[src/rtl/adder_pkg.sv]
// Shared definitions for the nibble-serial adder: slice width, FSM states
// and the sizing rule for the nibble index register.
package adder_pkg;

  localparam int NIBBLE_W = 4;

  typedef enum logic [1:0] {
    IDLE = 2'd0,
    RUN  = 2'd1,
    DONE = 2'd2
  } state_t;

  // Index register width: enough bits to count NIBBLES positions, never zero.
  function automatic int idx_w(input int nibbles);
    return (nibbles <= 1) ? 1 : $clog2(nibbles);
  endfunction

endpackage

[src/rtl/nibble_add.sv]
// Purely combinational 4-bit ripple-carry slice reused every cycle by the
// serial adder.
module nibble_add
  import adder_pkg::*;
(
  input  logic [NIBBLE_W-1:0] a,
  input  logic [NIBBLE_W-1:0] b,
  input  logic                ci,
  output logic [NIBBLE_W-1:0] s,
  output logic                co
);

  logic [NIBBLE_W:0] c;

  assign c[0] = ci;

  for (genvar i = 0; i < NIBBLE_W; i++) begin : g_bit
    assign s[i]   = a[i] ^ b[i] ^ c[i];
    assign c[i+1] = (a[i] & b[i]) | (a[i] & c[i]) | (b[i] & c[i]);
  end

  assign co = c[NIBBLE_W];

endmodule

[src/rtl/nibble_serial_adder.sv]
// Multi-word adder that walks one 4-bit slice across the operands LSB-first,
// one nibble per cycle, carrying between cycles in a register. Results are
// registered and announced with a one-cycle done pulse.
module nibble_serial_adder
  import adder_pkg::*;
#(
  parameter int NIBBLES = 4
) (
  input  logic                          clk,
  input  logic                          rst,
  input  logic                          start,
  input  logic [NIBBLE_W*NIBBLES-1:0]   a,
  input  logic [NIBBLE_W*NIBBLES-1:0]   b,
  input  logic                          c_in,
  output logic                          busy,
  output logic                          done,
  output logic [NIBBLE_W*NIBBLES-1:0]   sum,
  output logic                          c_out,
  output logic                          overflow
);

  localparam int W  = NIBBLE_W * NIBBLES;
  localparam int IW = idx_w(NIBBLES);
  localparam logic [IW-1:0] LAST = IW'(NIBBLES - 1);

  state_t          state_q;
  state_t          state_d;

  logic [W-1:0]    a_reg;
  logic [W-1:0]    b_reg;
  logic [W-1:0]    work;
  logic [W-1:0]    work_next;
  logic            carry;
  logic [IW-1:0]   idx;

  logic [NIBBLE_W-1:0] slice_a;
  logic [NIBBLE_W-1:0] slice_b;
  logic [NIBBLE_W-1:0] slice_s;
  logic                slice_co;
  logic                last_nibble;

  // Nibble selection straight off the index; the low two zero bits scale
  // idx by the slice width so no shifter is built.
  assign slice_a     = a_reg[{idx, 2'b00} +: NIBBLE_W];
  assign slice_b     = b_reg[{idx, 2'b00} +: NIBBLE_W];
  assign last_nibble = (idx == LAST);

  nibble_add u_slice (
    .a  (slice_a),
    .b  (slice_b),
    .ci (carry),
    .s  (slice_s),
    .co (slice_co)
  );

  // Working sum with the current slice result merged into its nibble slot.
  always_comb begin
    work_next = work;
    work_next[{idx, 2'b00} +: NIBBLE_W] = slice_s;
  end

  // FSM state register.
  always_ff @(posedge clk) begin
    if (rst) state_q <= IDLE;
    else     state_q <= state_d;
  end

  // FSM next-state: start only matters in IDLE; DONE lasts one cycle.
  always_comb begin
    state_d = state_q;
    case (state_q)
      IDLE:    if (start) state_d = RUN;
      RUN:     if (last_nibble) state_d = DONE;
      DONE:    state_d = IDLE;
      default: state_d = IDLE;
    endcase
  end

  // Operand capture, per-nibble accumulation and result registers.
  always_ff @(posedge clk) begin
    if (rst) begin
      a_reg    <= '0;
      b_reg    <= '0;
      work     <= '0;
      carry    <= 1'b0;
      idx      <= '0;
      sum      <= '0;
      c_out    <= 1'b0;
      overflow <= 1'b0;
    end else begin
      case (state_q)
        IDLE: begin
          if (start) begin
            a_reg <= a;
            b_reg <= b;
            carry <= c_in;
            work  <= '0;
            idx   <= '0;
          end
        end
        RUN: begin
          work  <= work_next;
          carry <= slice_co;
          if (last_nibble) begin
            sum      <= work_next;
            c_out    <= slice_co;
            // Carry into the MSB equals a^b^s at that bit; XOR with carry out.
            overflow <= a_reg[W-1] ^ b_reg[W-1] ^ work_next[W-1] ^ slice_co;
          end else begin
            idx <= idx + 1'b1;
          end
        end
        default: ;
      endcase
    end
  end

  assign busy = (state_q == RUN);
  assign done = (state_q == DONE);

endmodule
[config.mk]
export PLATFORM = sky130hd
export DESIGN_NAME = nibble_serial_adder
export DESIGN_NICKNAME = d
export VERILOG_FILES = /design/src/rtl/adder_pkg.sv /design/src/rtl/nibble_add.sv /design/src/rtl/nibble_serial_adder.sv
export SDC_FILE = /design/constraint.sdc
export NUM_CORES = 1
export LEC_CHECK = 0
export ABC_AREA = 1
export CAP_MARGIN = 10
export CORE_MARGIN = 2
export CORE_UTILIZATION = 52
export CTS_CLUSTER_DIAMETER = 50
export CTS_CLUSTER_SIZE = 14
export DETAILED_ROUTE_END_ITERATION = 7
export PLACE_DENSITY = 0.79
export SETUP_SLACK_MARGIN = 0.4
export SLEW_MARGIN = 10
export SYNTH_ARGS = -nofsm -noshare
export SYNTH_HDL_FRONTEND = slang
export SYNTH_HIERARCHICAL = 1
export SYNTH_SLANG_ARGS = --single-unit
[constraint.sdc]
create_clock -name clk -period 4.6 [get_ports clk]
set_clock_uncertainty 0.15 [all_clocks]
set_input_delay 1.38 -clock clk [delete_from_list [all_inputs] [get_ports clk]]
set_output_delay 1.38 -clock clk [all_outputs]
set_load 0.03 [all_outputs]
==> results of run 1 <==
-- cells by family (layout without fill, tap and decap cells) --
family,count (synthesis),in the layout,share of synthesized area
and+or+nand+nor,219,219,0.278
AOI/OAI and AO/OA,97,97,0.155
DFF,71,71,0.440
buffers and inverters,58,110,0.0787
adders and majority gates,10,10,0.0481
-- power groups by stage --
| stage | logic, mW | registers, mW | clock network (mW) |
|---|---|---|---|
| floorplan | 0.169 | 0.670 | 0 |
| global placement | 0.236 | 0.675 | 0 |
| detailed placement | 0.239 | 0.676 | 0 |
| CTS | 0.241 | 0.662 | 0.494 |
| global route | 0.278 | 0.664 | 0.519 |
| finish | 0.242 | 0.662 | 0.489 |
-- worst min-delay path, stage by stage (launching register included) --
cell	delay [ns]
dfxtp_1	0.31
nand2_1	0.06
a21oi_1	0.05
-- layer usage --
layer	routed length, um	global-route usage
met2	3480	0.402
met4	138	0.118
met1	3270	0.277
met5	0	0
met3	334	0.0444
-- how the worst min path moves through the flow --
stage                   from  endpoint  slack [ns]
floorplan           work[10]  work[10]        0.29
global placement    work[12]  work[12]        0.30
detailed placement  work[12]  work[12]        0.31
CTS                 work[12]  work[12]        0.32
global route         work[1]   work[1]        0.34
finish              work[12]  work[12]        0.32
-- cells in the mapped netlist (all sizes together) (2+ instances only) --
cell type  number  share of area
fa              4          0.025
nand4           2         0.0039
o21ai          67           0.10
nor2           88           0.11
ha              6          0.023
o22ai           8          0.016
buf            11          0.024
clkbuf         12          0.014
dfxtp          71           0.44
inv            34          0.040
nand3          26          0.044
a21oi          20          0.031
nand2         103           0.12
-- layout make-up --
| type | count | area, um2 |
|---|---|---|
| Multi-Input combinational cell | 326 | 1550 |
| Clock inverter | 4 | 45.0 |
| Fill cell | 567 | 1980 |
| Inverter | 35 | 133 |
| Timing Repair Buffer | 59 | 581 |
| Tap cell | 75 | 93.8 |
| Clock buffer | 12 | 145 |
| Sequential cell | 71 | 1420 |
-- per-stage QoR --
step           std cells  utilization  instance area [um2]  power (mW)  hold slack (ns)
5_1_grt              582        0.667                 3970        1.46            0.337
6_report             582        0.667                 3970        1.39            0.319
3_5_place_dp         566        0.635                 3780       0.914            0.307
3_3_place_gp         566        0.635                 3780       0.911            0.302
4_1_cts              582        0.667                 3970        1.40            0.318
2_1_floorplan        455            -                 3230       0.839            0.293
==> impl_table.tex, run 1 <==
\begin{tabular}{lr}
\hline
Metric & Value \\
\hline
\multicolumn{2}{l}{\textbf{Synth}} \\
\quad Avg Cell Area, Syn & about 7.1 um2 \\
\quad Number of synthesized flops with an enable pin & 0 \\
\quad Post-Syn Instances & about 460 \\
\quad Synth Warn \# & 6 \\
\quad Mapped cell area & between 3000 and 4000 um2 \\
\quad Count of cell types in the netlist & 23 \\
\quad Post-Syn Nets & 501 \\
\quad Flops \& latches, synth & 71 \\
\quad Fraction of the yosys area taken by sequential cells & 0.440 \\
\quad Flip-flop cell with the highest count after synthesis & dfxtp\_1 \\
\quad Async set-reset flop share out of synthesis & 0 \\
\multicolumn{2}{l}{\textbf{STA}} \\
\quad RSZ-0062 raised after global routing & false \\
\quad Total negative setup slack & 0 ns \\
\quad Final max-slew violation count & 0 \\
\quad Minimum clock period & 3.51 ns \\
\quad Fraction of the cycle the final worst path needs & 0.762 \\
\quad Setup Viol. Count Final & 0 \\
\quad Slew margin rel. & 0.589 \\
\quad Highest Clock Rate & 285 MHz \\
\quad Worst-case setup margin in the final layout & 1.09 ns \\
\quad Hold violation count in the final report & 0 \\
\quad Transition time at the pin with the least slew margin & between 0.6 and 0.7 ns \\
\multicolumn{2}{l}{\textbf{Clock tree}} \\
\quad Largest buffer count on any clock path & 2 \\
\quad CTS buffer count & 9 \\
\quad Post-cts hold buffer count & 0 \\
\quad Clock-pin slew on the worst setup and hold paths & 0.07 ns \\
\quad Buffer count from post-CTS setup fixing & 0 \\
\quad Deepest level of the CTS H-tree & 3 \\
\quad Clock tree root buffer cell & clkbuf\_8 \\
\quad Sink count of the clock tree & 71 \\
\quad Quantity of gates resized following cts & 0 \\
\quad Worst skew pair latency & 0.35 ns \\
\quad TritonCTS clock tree & built \\
\multicolumn{2}{l}{\textbf{Floorplanning}} \\
\quad Number of rows created at floorplan & 28 \\
\quad Area of the die & about 7000 um2 \\
\quad CORE AREA & around 6000 um2 \\
\quad Initial cell density of the core & 0.542 \\
\quad Chip width & 82.8 um \\
\quad Number of primary I/O pins & 56 \\
\quad Overall die height & 82.8 um \\
\multicolumn{2}{l}{\textbf{Worst setup path}} \\
\quad Worst r2r path cells & 15 \\
\quad Crit Reg-Reg Startpoint & idx[1] \\
\quad Buffers plus inverters on the worst setup path & 2 \\
\quad Setup slack, reg-to-reg & about 1.2 ns \\
\quad Reg2Reg Capture Point & work[11] \\
\quad Critical path capture point type & output port \\
\quad CP endpoint & busy \\
\quad CP startpoint & state\_q[0] \\
\quad Startpoint Class & register \\
\quad Crit path arrival time & 1.98 ns \\
\quad Cell depth of the worst setup path & 3 \\
\quad Classification of the worst setup path & reg -> out \\
\quad Critical path's slowest cell & clkdlybuf4s50\_1 \\
\quad CP max FO & 21 \\
\quad Highest cell delay on the worst timing path & 0.78 ns \\
\quad CP top delay family & buffers and inverters \\
\quad Worst Path Required & between 3 and 4 ns \\
\quad Cell breakdown of the critical path & inv\_2 -> nor2\_4 -> clkdlybuf4s50\_1 \\
\multicolumn{2}{l}{\textbf{Routing}} \\
\quad Drt first pass iters & 5 \\
\quad Violation count after the first detailed-route iteration & 198 \\
\quad Wire length per cell after detailed routing & between 10 and 15 um \\
\quad Number of vias after detailed routing & 3025 \\
\quad Post-detailed-route count of antenna-violating nets & 0 \\
\quad Wirelength, routed & approximately 7.2 mm \\
\quad DR vias/cell & 5.20 \\
\quad Residual DRC count & 0 \\
\multicolumn{2}{l}{\textbf{Placement}} \\
\quad Setup Slack @ Placement & 1.20 ns \\
\quad Gpl congestion & 0.910 \\
\quad Detailed Place HPWL & 5.12 mm \\
\quad Input/output buffers & 55 \\
\multicolumn{2}{l}{\textbf{Flow run}} \\
\quad Number of max-cap violations & 0 \\
\multicolumn{2}{l}{\textbf{Cells and area}} \\
\quad Total number of nets in the final design & 548 \\
\quad Count of inserted antenna diode cells & 0 \\
\quad Most frequent standard cell in the layout excluding fill and tap cells & nand2\_1 \\
\quad Area delta synth->final & 23.0\% \\
\quad Highest-count cells in the layout ignoring fill and taps & nand2\_1 (101), nor2\_1 (86), dfxtp\_1 (71) \\
\quad Share of post-route cells with drive strength above 1 & 0.0552 \\
\multicolumn{2}{l}{\textbf{GRT}} \\
\quad Largest net degree at the start of global routing & 36 \\
\quad Via count of the first global-routing pass & 2712 \\
\quad Global route total overflow & 0 \\
\quad Global-route wire length before repair & 12.1 mm \\
\quad Antenna violations before repair & 0 \\
\quad GRT Resource Usage Total & 0.233 \\
\multicolumn{2}{l}{\textbf{Power and ir drop}} \\
\quad Internal power summed over all cells & 999 uW \\
\quad PwrDens & 350 nW/um2 \\
\quad Worst-case vdd ir drop & 0.272 mV \\
\quad NetSw & 392 uW \\
\quad Sw frac & 0.282 \\
\quad Leak pwr & roughly 1.7 nW \\
\quad Sequential group share of total power & 0.475 \\
\quad Comb power frac & 0.174 \\
\quad Clock network power share & 0.351 \\
\multicolumn{2}{l}{\textbf{Run status}} \\
\quad Result of the run & finished clean \\
\multicolumn{2}{l}{\textbf{Worst hold path}} \\
\quad Min-delay worst type & reg -> reg \\
\quad Worst Hold Path Cells & 2 \\
\hline
\end{tabular}
Note: power is estimated with default switching activity, not from simulation.
==> run 2, diff against run 1 <==
==> constraint.sdc (replaced) <==
create_clock -name clk -period 3.65 [get_ports clk]
set_clock_uncertainty 0.15 [all_clocks]
set_input_delay 1.095 -clock clk [delete_from_list [all_inputs] [get_ports clk]]
set_output_delay 1.095 -clock clk [all_outputs]
set_load 0.03 [all_outputs]
==> run 2 against run 1 <==
Net effect: sequential share of layout area fell by 0.73 points; global-route usage up 1.2 points; critical path depth increased by 16; routed wire length increased by 4.3%; critical endpoint is now overflow; register-to-register slack got worse by 0.56 ns; largest power group unchanged.
==> impl_table.tex, run 2 (synthesized netlist as in run 1, its figures left out) <==
\begin{tabular}{lr}
\hline
Metric & Value \\
\hline
\multicolumn{2}{l}{\textbf{Run status}} \\
\quad Result of the run & finished clean \\
\multicolumn{2}{l}{\textbf{Power and ir drop}} \\
\quad Worst-case vdd ir drop & 0.245 mV \\
\quad Final total power & 1.75 mW \\
\quad Clock network power share & 0.332 \\
\quad PwrDens & roughly 430 nW/um2 \\
\quad Comb power frac & 0.190 \\
\quad Leak pwr & 1.68 nW \\
\quad NetSw & 505 uW \\
\quad Sequential group share of total power & 0.478 \\
\quad Sw frac & 0.288 \\
\quad Internal power summed over all cells & 1.24 mW \\
\multicolumn{2}{l}{\textbf{STA}} \\
\quad Highest Clock Rate & about 330 MHz \\
\quad Worst-case setup margin in the final layout & slightly below 0.6 ns \\
\quad Total negative setup slack & 0 ns \\
\quad Fraction of the cycle the final worst path needs & 0.837 \\
\quad Setup Viol. Count Final & 0 \\
\quad Slew margin rel. & 0.722 \\
\quad Transition time at the pin with the least slew margin & 0.415 ns \\
\quad Hold violation count in the final report & 0 \\
\quad RSZ-0062 raised after global routing & false \\
\quad Minimum clock period & slightly above 3 ns \\
\quad Final max-slew violation count & 0 \\
\multicolumn{2}{l}{\textbf{Worst setup path}} \\
\quad Worst r2r path cells & 19 \\
\quad Highest cell delay on the worst timing path & 0.41 ns \\
\quad Buffers plus inverters on the worst setup path & 6 \\
\quad Startpoint Class & register \\
\quad Crit path arrival time & 3.21 ns \\
\quad CP max FO & 24 \\
\quad CP top delay family & adder cells \\
\quad Cell depth of the worst setup path & 19 \\
\quad Cell breakdown of the critical path & buf\_8 -> o21ai\_1 -> o22ai\_1 -> inv\_1 -> fa\_2 -> inv\_1 -> fa\_2 -> fa\_2 -> inv\_1 -> fa\_1 -> inv\_2 -> nand2\_2 -> nor2\_1 -> nand2\_1 -> nand2\_2 -> nand2\_1 -> nand3\_1 -> nand2\_1 -> inv\_1 \\
\quad Classification of the worst setup path & reg -> reg \\
\quad Critical path capture point type & register \\
\quad Most frequent cell on the critical path & inv\_1 \\
\quad Critical path's slowest cell & fa\_1 \\
\quad Worst Path Required & approximately 3.8 ns \\
\multicolumn{2}{l}{\textbf{Placement}} \\
\quad Detailed Place HPWL & 5.32 mm \\
\quad Setup Slack @ Placement & between 0.4 and 0.5 ns \\
\quad Input/output buffers & 55 \\
\quad Gpl congestion & between 0.8 and 0.9 \\
\multicolumn{2}{l}{\textbf{Cells and area}} \\
\quad Total number of nets in the final design & 557 \\
\quad Area delta synth->final & 25.9\% \\
\quad Number of fill cells in the layout & approximately 530 \\
\quad Footprint of the multi-input gates & 1580 um2 \\
\quad Most frequent standard cell in the layout excluding fill and tap cells & nand2\_1 \\
\quad Area occupied by registers & 1430 um2 \\
\quad Highest-count cells in the layout ignoring fill and taps & nand2\_1 (99), nor2\_1 (85), dfxtp\_1 (70) \\
\quad Share of post-route cells with drive strength above 1 & 0.0932 \\
\quad Count of inserted antenna diode cells & 0 \\
\multicolumn{2}{l}{\textbf{GRT}} \\
\quad GRT Resource Usage Total & 0.246 \\
\quad Antenna violations before repair & 0 \\
\quad Via count of the first global-routing pass & about 2900 \\
\quad Largest net degree at the start of global routing & 35 \\
\quad Global-route wire length before repair & around 13 mm \\
\quad Global route total overflow & 0 \\
\multicolumn{2}{l}{\textbf{Clock tree}} \\
\quad Largest buffer count on any clock path & 2 \\
\quad Sink count of the clock tree & 71 \\
\quad Clock tree root buffer cell & clkbuf\_8 \\
\quad Post-cts hold buffer count & 0 \\
\quad TritonCTS clock tree & built \\
\quad CTS buffer count & 9 \\
\quad Worst skew pair latency & about 0.35 ns \\
\quad Clock-pin slew on the worst setup and hold paths & roughly 0.070 ns \\
\quad Deepest level of the CTS H-tree & 3 \\
\multicolumn{2}{l}{\textbf{Routing}} \\
\quad Wire length per cell after detailed routing & 12.8 um \\
\quad Post-detailed-route count of antenna-violating nets & 0 \\
\quad Wirelength, routed & 7.53 mm \\
\quad DR WL met3 & $\sim$470 um \\
\quad Drt first pass iters & 5 \\
\quad DR vias/cell & 5.28 \\
\quad Residual DRC count & 0 \\
\quad Routed metal-1 wirelength & roughly 3.2 mm \\
\quad Uppermost signal routing layer after detailed routing & met4 \\
\quad Violation count after the first detailed-route iteration & 251 \\
\quad Number of vias after detailed routing & 3115 \\
\quad Metal2 WL & 3.65 mm \\
\multicolumn{2}{l}{\textbf{Floorplanning}} \\
\quad Number of rows created at floorplan & 28 \\
\quad Chip width & 82.8 um \\
\quad CORE AREA & 5960 um2 \\
\quad Overall die height & 82.8 um \\
\quad Initial cell density of the core & 0.542 \\
\quad Number of primary I/O pins & 56 \\
\quad Area of the die & 6850 um2 \\
\multicolumn{2}{l}{\textbf{Worst hold path}} \\
\quad Worst Hold Path Cells & 2 \\
\quad Min-delay worst type & reg -> reg \\
\multicolumn{2}{l}{\textbf{Flow run}} \\
\quad Number of max-cap violations & 0 \\
\hline
\end{tabular}
## run 2: layout make-up
| cell class | instances | area share |
|---|---|---|
| Multi-Input combinational cell | 326 | 0.389 |
| Sequential cell | 71 | 0.351 |
| Clock buffer | 15 | 0.0434 |
| Inverter | 35 | 0.0335 |
| Timing Repair Buffer | 68 | 0.161 |
| Tap cell | 75 | 0.0231 |
## run 2: path summary, 6_finish.rpt
kind	startpoint	slack [ns]	endpoint
hold / removal	work[10]	0.32	work[10]
setup reg to reg	idx[0]	0.59	overflow
hold reg to reg	work[10]	0.32	work[10]
setup / recovery	idx[0]	0.59	overflow
## run 2: worst reg2reg max path, delay by kind of cell (launching register included)
| family | cells | cell delay, ns |
|---|---|---|
| fa+ha+maj | 4 | 1.25 |
| buf+inv | 6 | 0.51 |
| simple gates | 7 | 0.49 |
| flops | 1 | 0.36 |
| compound gates | 2 | 0.25 |
## run 2: metal layers
metal	GRT usage	up-vias
met3	0.0671	18
met4	0.0934	0
met5	0	-
met2	0.433	120
li1	-	1574
met1	0.283	1403
## run 2: repair_timing
action	4_1_cts	5_1_grt
setup buffers	0	3
gates resized for setup	0	22
setup endpoints to repair	0	9
## run 2: power groups by stage
| stage | combinational, mW | sequential, mW | clock, mW |
|---|---|---|---|
| global placement | 0.302 | 0.850 | 0 |
| global route | 0.379 | 0.839 | 0.616 |
| detailed placement | 0.310 | 0.851 | 0 |
| CTS | 0.312 | 0.834 | 0.581 |
| floorplan | 0.213 | 0.845 | 0 |
| finish | 0.332 | 0.836 | 0.581 |
## run 2: stage by stage
step	hold WS (ns)	cell area (um2)	cells	util
after floorplan	0.293	3230	455	-
after global placement	0.302	3830	572	0.642
after detailed placement	0.307	3830	572	0.642
after CTS	0.317	4000	587	0.672
after global routing	0.342	4070	590	0.683
final	0.318	4070	590	0.683
